--- src/rtl/charge_scheduler.sv ---
// charge_scheduler
//   Shares one fee datapath between NUM_GATES exit gates. Requests are
//   arbitrated round-robin; the winner's entry/exit times and the current
//   price are latched, then value = floor(duration / UNIT_MIN) * price is
//   computed by iterative subtraction followed by shift-add multiplication.
//   The result saturates at 2^VALUE_W-1 and is returned with a one-cycle
//   done pulse and a matching per-gate ack pulse.
//
// Ports
//   clk         system clock, rising edge
//   reset       synchronous, active-high reset
//   req         per-gate fee request (level, held until ack)
//   start_time  packed entry times, gate g at [g*TIME_W +: TIME_W]
//   end_time    packed exit times, same packing
//   price       shared price per unit, sampled in LATCH
//   ack         one-cycle pulse to the served gate, coincident with done
//   done        one-cycle pulse: value/overflow/grant_id valid
//   value       computed charge, held until next done
//   overflow    product exceeded 2^VALUE_W-1, held with value
//   grant_id    index of gate being / last served
//   busy        high in every state except IDLE
module charge_scheduler #(
    parameter int NUM_GATES = 2,
    parameter int TIME_W    = 11,
    parameter int PRICE_W   = 7,
    parameter int VALUE_W   = 11,
    parameter int UNIT_MIN  = 60
) (
    input  logic                        clk,
    input  logic                        reset,
    input  logic [NUM_GATES-1:0]        req,
    input  logic [NUM_GATES*TIME_W-1:0] start_time,
    input  logic [NUM_GATES*TIME_W-1:0] end_time,
    input  logic [PRICE_W-1:0]          price,
    output logic [NUM_GATES-1:0]        ack,
    output logic                        done,
    output logic [VALUE_W-1:0]          value,
    output logic                        overflow,
    output logic [1:0]                  grant_id,
    output logic                        busy
);

    localparam int Q_W   = 6;
    localparam int ACC_W = Q_W + PRICE_W;
    localparam int CNT_W = $clog2(PRICE_W + 1);

    localparam logic [TIME_W-1:0] UNIT = TIME_W'(UNIT_MIN);
    localparam logic [ACC_W-1:0]  VMAX = ACC_W'((64'd1 << VALUE_W) - 64'd1);

    typedef enum logic [2:0] {
        S_IDLE,
        S_LATCH,
        S_DIVIDE,
        S_MULTIPLY,
        S_DONE
    } state_t;

    state_t state, state_nxt;

    logic [1:0]           ptr;
    logic [NUM_GATES-1:0] served_mask;
    logic [TIME_W-1:0]    rem;
    logic [Q_W-1:0]       quo;
    logic [PRICE_W-1:0]   price_l;
    logic [ACC_W-1:0]     acc;
    logic [ACC_W-1:0]     mcand;
    logic [PRICE_W-1:0]   mpr;
    logic [CNT_W-1:0]     mcnt;

    logic [NUM_GATES-1:0] cand;
    logic                 found;
    logic [1:0]           pick;
    logic                 mul_last;
    logic [ACC_W-1:0]     acc_sum;
    logic [TIME_W-1:0]    dur;
    logic [NUM_GATES-1:0] grant_onehot;

    // The gate served last is hidden for one IDLE cycle so its still-high
    // request (dropped one cycle after ack) cannot cause a second service.
    assign cand         = req & ~served_mask;
    assign mul_last     = (mcnt == CNT_W'(PRICE_W - 1));
    assign acc_sum      = acc + (mpr[0] ? mcand : '0);
    assign dur          = end_time[int'(grant_id)*TIME_W +: TIME_W]
                        - start_time[int'(grant_id)*TIME_W +: TIME_W];
    assign grant_onehot = NUM_GATES'(1) << grant_id;

    // Round-robin: first candidate at or after the pointer, cyclically.
    always_comb begin
        int unsigned idx;
        found = 1'b0;
        pick  = '0;
        idx   = 0;
        for (int unsigned i = 0; i < NUM_GATES; i++) begin
            idx = (32'(ptr) + i) % NUM_GATES;
            if (!found && cand[idx]) begin
                found = 1'b1;
                pick  = 2'(idx);
            end
        end
    end

    always_comb begin
        state_nxt = state;
        case (state)
            S_IDLE:     if (found) state_nxt = S_LATCH;
            S_LATCH:    state_nxt = S_DIVIDE;
            S_DIVIDE:   if (rem < UNIT) state_nxt = S_MULTIPLY;
            S_MULTIPLY: if (mul_last) state_nxt = S_DONE;
            S_DONE:     state_nxt = S_IDLE;
            default:    state_nxt = S_IDLE;
        endcase
    end

    always_ff @(posedge clk) begin
        if (reset) state <= S_IDLE;
        else       state <= state_nxt;
    end

    always_ff @(posedge clk) begin
        if (reset) begin
            ack         <= '0;
            done        <= 1'b0;
            value       <= '0;
            overflow    <= 1'b0;
            grant_id    <= '0;
            busy        <= 1'b0;
            ptr         <= '0;
            served_mask <= '0;
            rem         <= '0;
            quo         <= '0;
            price_l     <= '0;
            acc         <= '0;
            mcand       <= '0;
            mpr         <= '0;
            mcnt        <= '0;
        end else begin
            done <= 1'b0;
            ack  <= '0;
            busy <= (state_nxt != S_IDLE);
            case (state)
                S_IDLE: begin
                    served_mask <= '0;
                    if (found) grant_id <= pick;
                end
                S_LATCH: begin
                    rem     <= dur;
                    quo     <= '0;
                    price_l <= price;
                end
                S_DIVIDE: begin
                    if (rem >= UNIT) begin
                        rem <= rem - UNIT;
                        quo <= quo + Q_W'(1);
                    end else begin
                        acc   <= '0;
                        mcand <= ACC_W'(quo);
                        mpr   <= price_l;
                        mcnt  <= '0;
                    end
                end
                S_MULTIPLY: begin
                    acc   <= acc_sum;
                    mcand <= mcand << 1;
                    mpr   <= mpr >> 1;
                    mcnt  <= mcnt + CNT_W'(1);
                    // Result is registered on the last step so that done,
                    // ack and value all appear together in the DONE cycle.
                    if (mul_last) begin
                        done <= 1'b1;
                        ack  <= grant_onehot;
                        if (acc_sum > VMAX) begin
                            value    <= '1;
                            overflow <= 1'b1;
                        end else begin
                            value    <= VALUE_W'(acc_sum);
                            overflow <= 1'b0;
                        end
                    end
                end
                S_DONE: begin
                    ptr         <= (grant_id == 2'(NUM_GATES - 1)) ? 2'd0 : grant_id + 2'd1;
                    served_mask <= grant_onehot;
                end
                default: ;
            endcase
        end
    end

endmodule
--- config.mk ---
export PLATFORM = sky130hd
export DESIGN_NAME = charge_scheduler
export DESIGN_NICKNAME = d
export VERILOG_FILES = /design/src/rtl/charge_scheduler.sv
export SDC_FILE = /design/constraint.sdc
export NUM_CORES = 1
export LEC_CHECK = 0
export BUFFER_PORTS_ARGS = -buffer_cell sky130_fd_sc_hd__clkbuf_2
export CELL_PAD_IN_SITES_DETAIL_PLACEMENT = 0
export CELL_PAD_IN_SITES_GLOBAL_PLACEMENT = 2
export CORE_MARGIN = 5
export CORE_UTILIZATION = 30
export DETAILED_ROUTE_END_ITERATION = 10
export PLACE_DENSITY_LB_ADDON = 0.15
export SLEW_MARGIN = 25
export SYNTH_ARGS = -nofsm -noshare
export SYNTH_HDL_FRONTEND = slang
export SYNTH_SLANG_ARGS = --single-unit
--- constraint.sdc ---
create_clock -name clk -period 7.62 [get_ports clk]
set_input_delay 0.762 -clock clk [delete_from_list [all_inputs] [get_ports clk]]
set_output_delay 0.762 -clock clk [all_outputs]
set_load 0.02 [all_outputs]
==> results.toml <==
[timing]
rsz0062_at_grt = "no"
period_minus_slack_ps = 3080
slew_headroom_pct = 39.6
max_freq_mhz = 325
period_share_pct = 40.4
hold_viol = 0
drv_slew = 0
setup-tns-final_ps = 0
tightest_slew_ps = 906
finalSetupViolCount = 0
skew_ps = 6.85

[clock_tree]
hold_buffers = 0
post_cts_resize_count = 0
clock_sinks = 83
htreeDepth = 3
insertion_delay_ps = 340
clk_pin_slew_ps = 60
cts_tree = "built"
cts_buffers = 9
cts_root_buf = "clkbuf_16"
clockBufferDepth = 2
post_cts_buffers = 0

[yosys]
synth_nets = 652
ys_types = 58
synth_seq_cells = 83
syn-mean-instance-area_um2 = 8.14
syn_area_um2 = 4630
synth_cells = 569
synth_top_area_share_pct = 35.9
synth_top_area_cell = "dfxtp_1"
synth_edf_count = 0
synthTopCellsByArea = "dfxtp_1 (36%), ha_1 (7.0%), a21oi_1 (6.3%), nand2_1 (5.8%), nor2_1 (5.4%)"
async_flop_share_pct = 0
synth_ff_type = "dfxtp_1"
yosysWarnings = 0
yosysSeqAreaShare_pct = 35.9

[placement]
gp_congestion = 0.831
portBuffers = 71
dp_hpwl_um = 8650

[setup_path]
cp-start-kind = "register"
cp_max_fo = 20
worstPathArrival_ps = 3270
crit_type = "reg -> reg"
cp-end-kind = "register"
crit_required_ps = 7810

[route]
antenna_left = 0
wire_per_inst_um = 14.6
num_vias = 4127
drc = 0
drtPass1Iterations = 4
vias_per_cell = 5.06
drt_iter0_drc = 283
wl_um = 11900

[grt]
met2_usage_pct = 22.9
grt_max_degree = 83
grt_first_pass_wirelength_um = 20000
antenna_found_initial = 0
top_usage_layer = "met2"
grt_pass1_vias = 4060
grt_usage_pct = 13.5
overflow = 0
grt_util_met3_pct = 2.59
grt_use_met1_pct = 17.5

[final_layout]
multiInputGateArea_um2 = 2790
layout.nets = 706
seq_area_um2 = 1660
num_antenna_cells = 0
drive_above_1_share_pct = 18.3
synthToLayoutAreaGrowth_pct = 16.7
fillers = 1605

[floorplanning]
dieArea_um2 = 18000
fp.dieW_um = 134
core_area_um2 = 15200
rows = 45
die_h_um = 134
start_util_pct = 30.5
io_pins = 73

[outcome]
status = "finished clean"

[power_and_ir_drop]
leakage_nw = 2.12
fin_total_pwr_mw = 1.20
irDropWorstVdd_mv = 0.102
powerDensity_nw_per_um2 = 222

[flow_run]
cap_violations = 0

[hold_path]
hold_path.class = "reg -> reg"
## critical path: stages (launching register included)
cell and delay (ps):
dfxtp_1 460, buf_4 340, mux2_2 410, fa_1 500, a211oi_1 350, o21ai_0 150, a21oi_1 200, xor2_1 160
o22ai_1 90, a22oi_1 200, nor2_1 60
## synth_stat cells, types with 2 or more instances
cell type  instances
nor2_2             2
nand2b_1           6
nor2_1            67
a21oi_1           58
and3_1             3
or3_1              2
a21o_1             3
nand4_1            3
inv_1              9
mux2i_1           13
buf_6              3
a2111o_1           2
a211oi_1          14
nand3b_1           3
a311oi_1           6
nor4_1             5
a31oi_1            9
a22oi_1           16
ha_1              26
xor2_1            12
nor2b_1            2
clkbuf_1          24
buf_2              2
o21ai_0           26
o311ai_0           2
dfxtp_1           83
o211ai_1           4
nand3_1           18
nor3_1            11
and2_1            13
xnor2_1           13
nand2_1           71
mux2_2            10
or2_2              2
fa_1               2
buf_4              2
## through the flow
stage	util [%]	instance area (um2)	cells	hold WS (ps)	worst slack [ps]
after floorplan	-	4630	569	434	4610
after global placement	33.6	5100	800	445	4640
after detailed placement	33.6	5100	800	447	4560
after CTS	35.6	5410	816	456	4540
after global routing	35.6	5410	816	480	4210
final	35.6	5410	816	456	4540
## layout make-up
class,count,area share [%]
clock buffer,10,4.42
clock inverter,6,1.20
inverter,9,0.625
multi-input combinational,445,51.6
sequential,83,30.7
tap,188,4.35
timing repair buffer,75,7.13
## path summary, 6_finish.rpt
check / end / start / slack, ps / cells after the start
min: mpr[3] / mpr[3] / 460 / 2
max reg2reg: rem[6] / grant_id[0] / 4540 / 10
min reg2reg: mpr[3] / mpr[3] / 460 / 2
max: rem[6] / grant_id[0] / 4540 / 10
## power by group
| part | switching, mW | leakage [nW] | total (mW) | internal, mW |
|---|---|---|---|---|
| logic | 0.172 | 1.30 | 0.274 | 0.101 |
| registers | 0.0242 | 0.672 | 0.482 | 0.458 |
| clock network | 0.183 | 0.148 | 0.446 | 0.263 |
## logic make-up (layout without fill, tap and decap cells)
| family | after synthesis | after routing | synth area share, % |
|---|---|---|---|
| and+or+nand+nor | 218 | 218 | 22.1 |
| AOI/OAI and AO/OA | 150 | 150 | 20.1 |
| DFF | 83 | 83 | 35.9 |
| buffers and inverters | 41 | 100 | 4.02 |
| adders and majority gates | 28 | 28 | 7.89 |
| xor gates and xnor gates | 25 | 25 | 4.73 |
| muxes | 23 | 23 | 5.24 |
| other | 1 | 1 | 0.0809 |
## metal layers
metal	wire length (um)	vias to the layer above
li1	-	2136
met1	5680	1920
met2	5760	64
met3	350	7
met4	113	0
met5	0	-
## registers in the layout (all words and copies together) (netlist names), 2 cells and up
register and count:
mcnt 3, rem 11, mpr 7, mcand 13, ack 2, state 3, acc 13, quo 6
price_l 7, served_mask 2, value 11
## layout by cell type (no fill, tap or decap), types with 3 or more instances in the layout
cell       Yosys  layout
nand3_1       18      18
xor2_1        12      12
a21oi_1       58      58
nor4_1         5       5
mux2i_1       13      13
nor3_1        11      11
nor2_2         2       3
a211oi_1      14      14
a21o_1         3       3
inv_1          9       9
o211ai_1       4       4
nand4_1        3       3
nand2b_1       6       6
dfxtp_1       83      83
clkbuf_2       0      71
mux2_2        10      10
a311oi_1       6       6
buf_4          2       4
and2_1        13      13
o21ai_0       26      26
and3_1         3       3
ha_1          26      26
clkbuf_16      0       9
nand2_1       71      71
nand3b_1       3       3
nor2_1        67      66
xnor2_1       13      13
a31oi_1        9       9
a22oi_1       16      16
(Power assumes the default switching activity.)
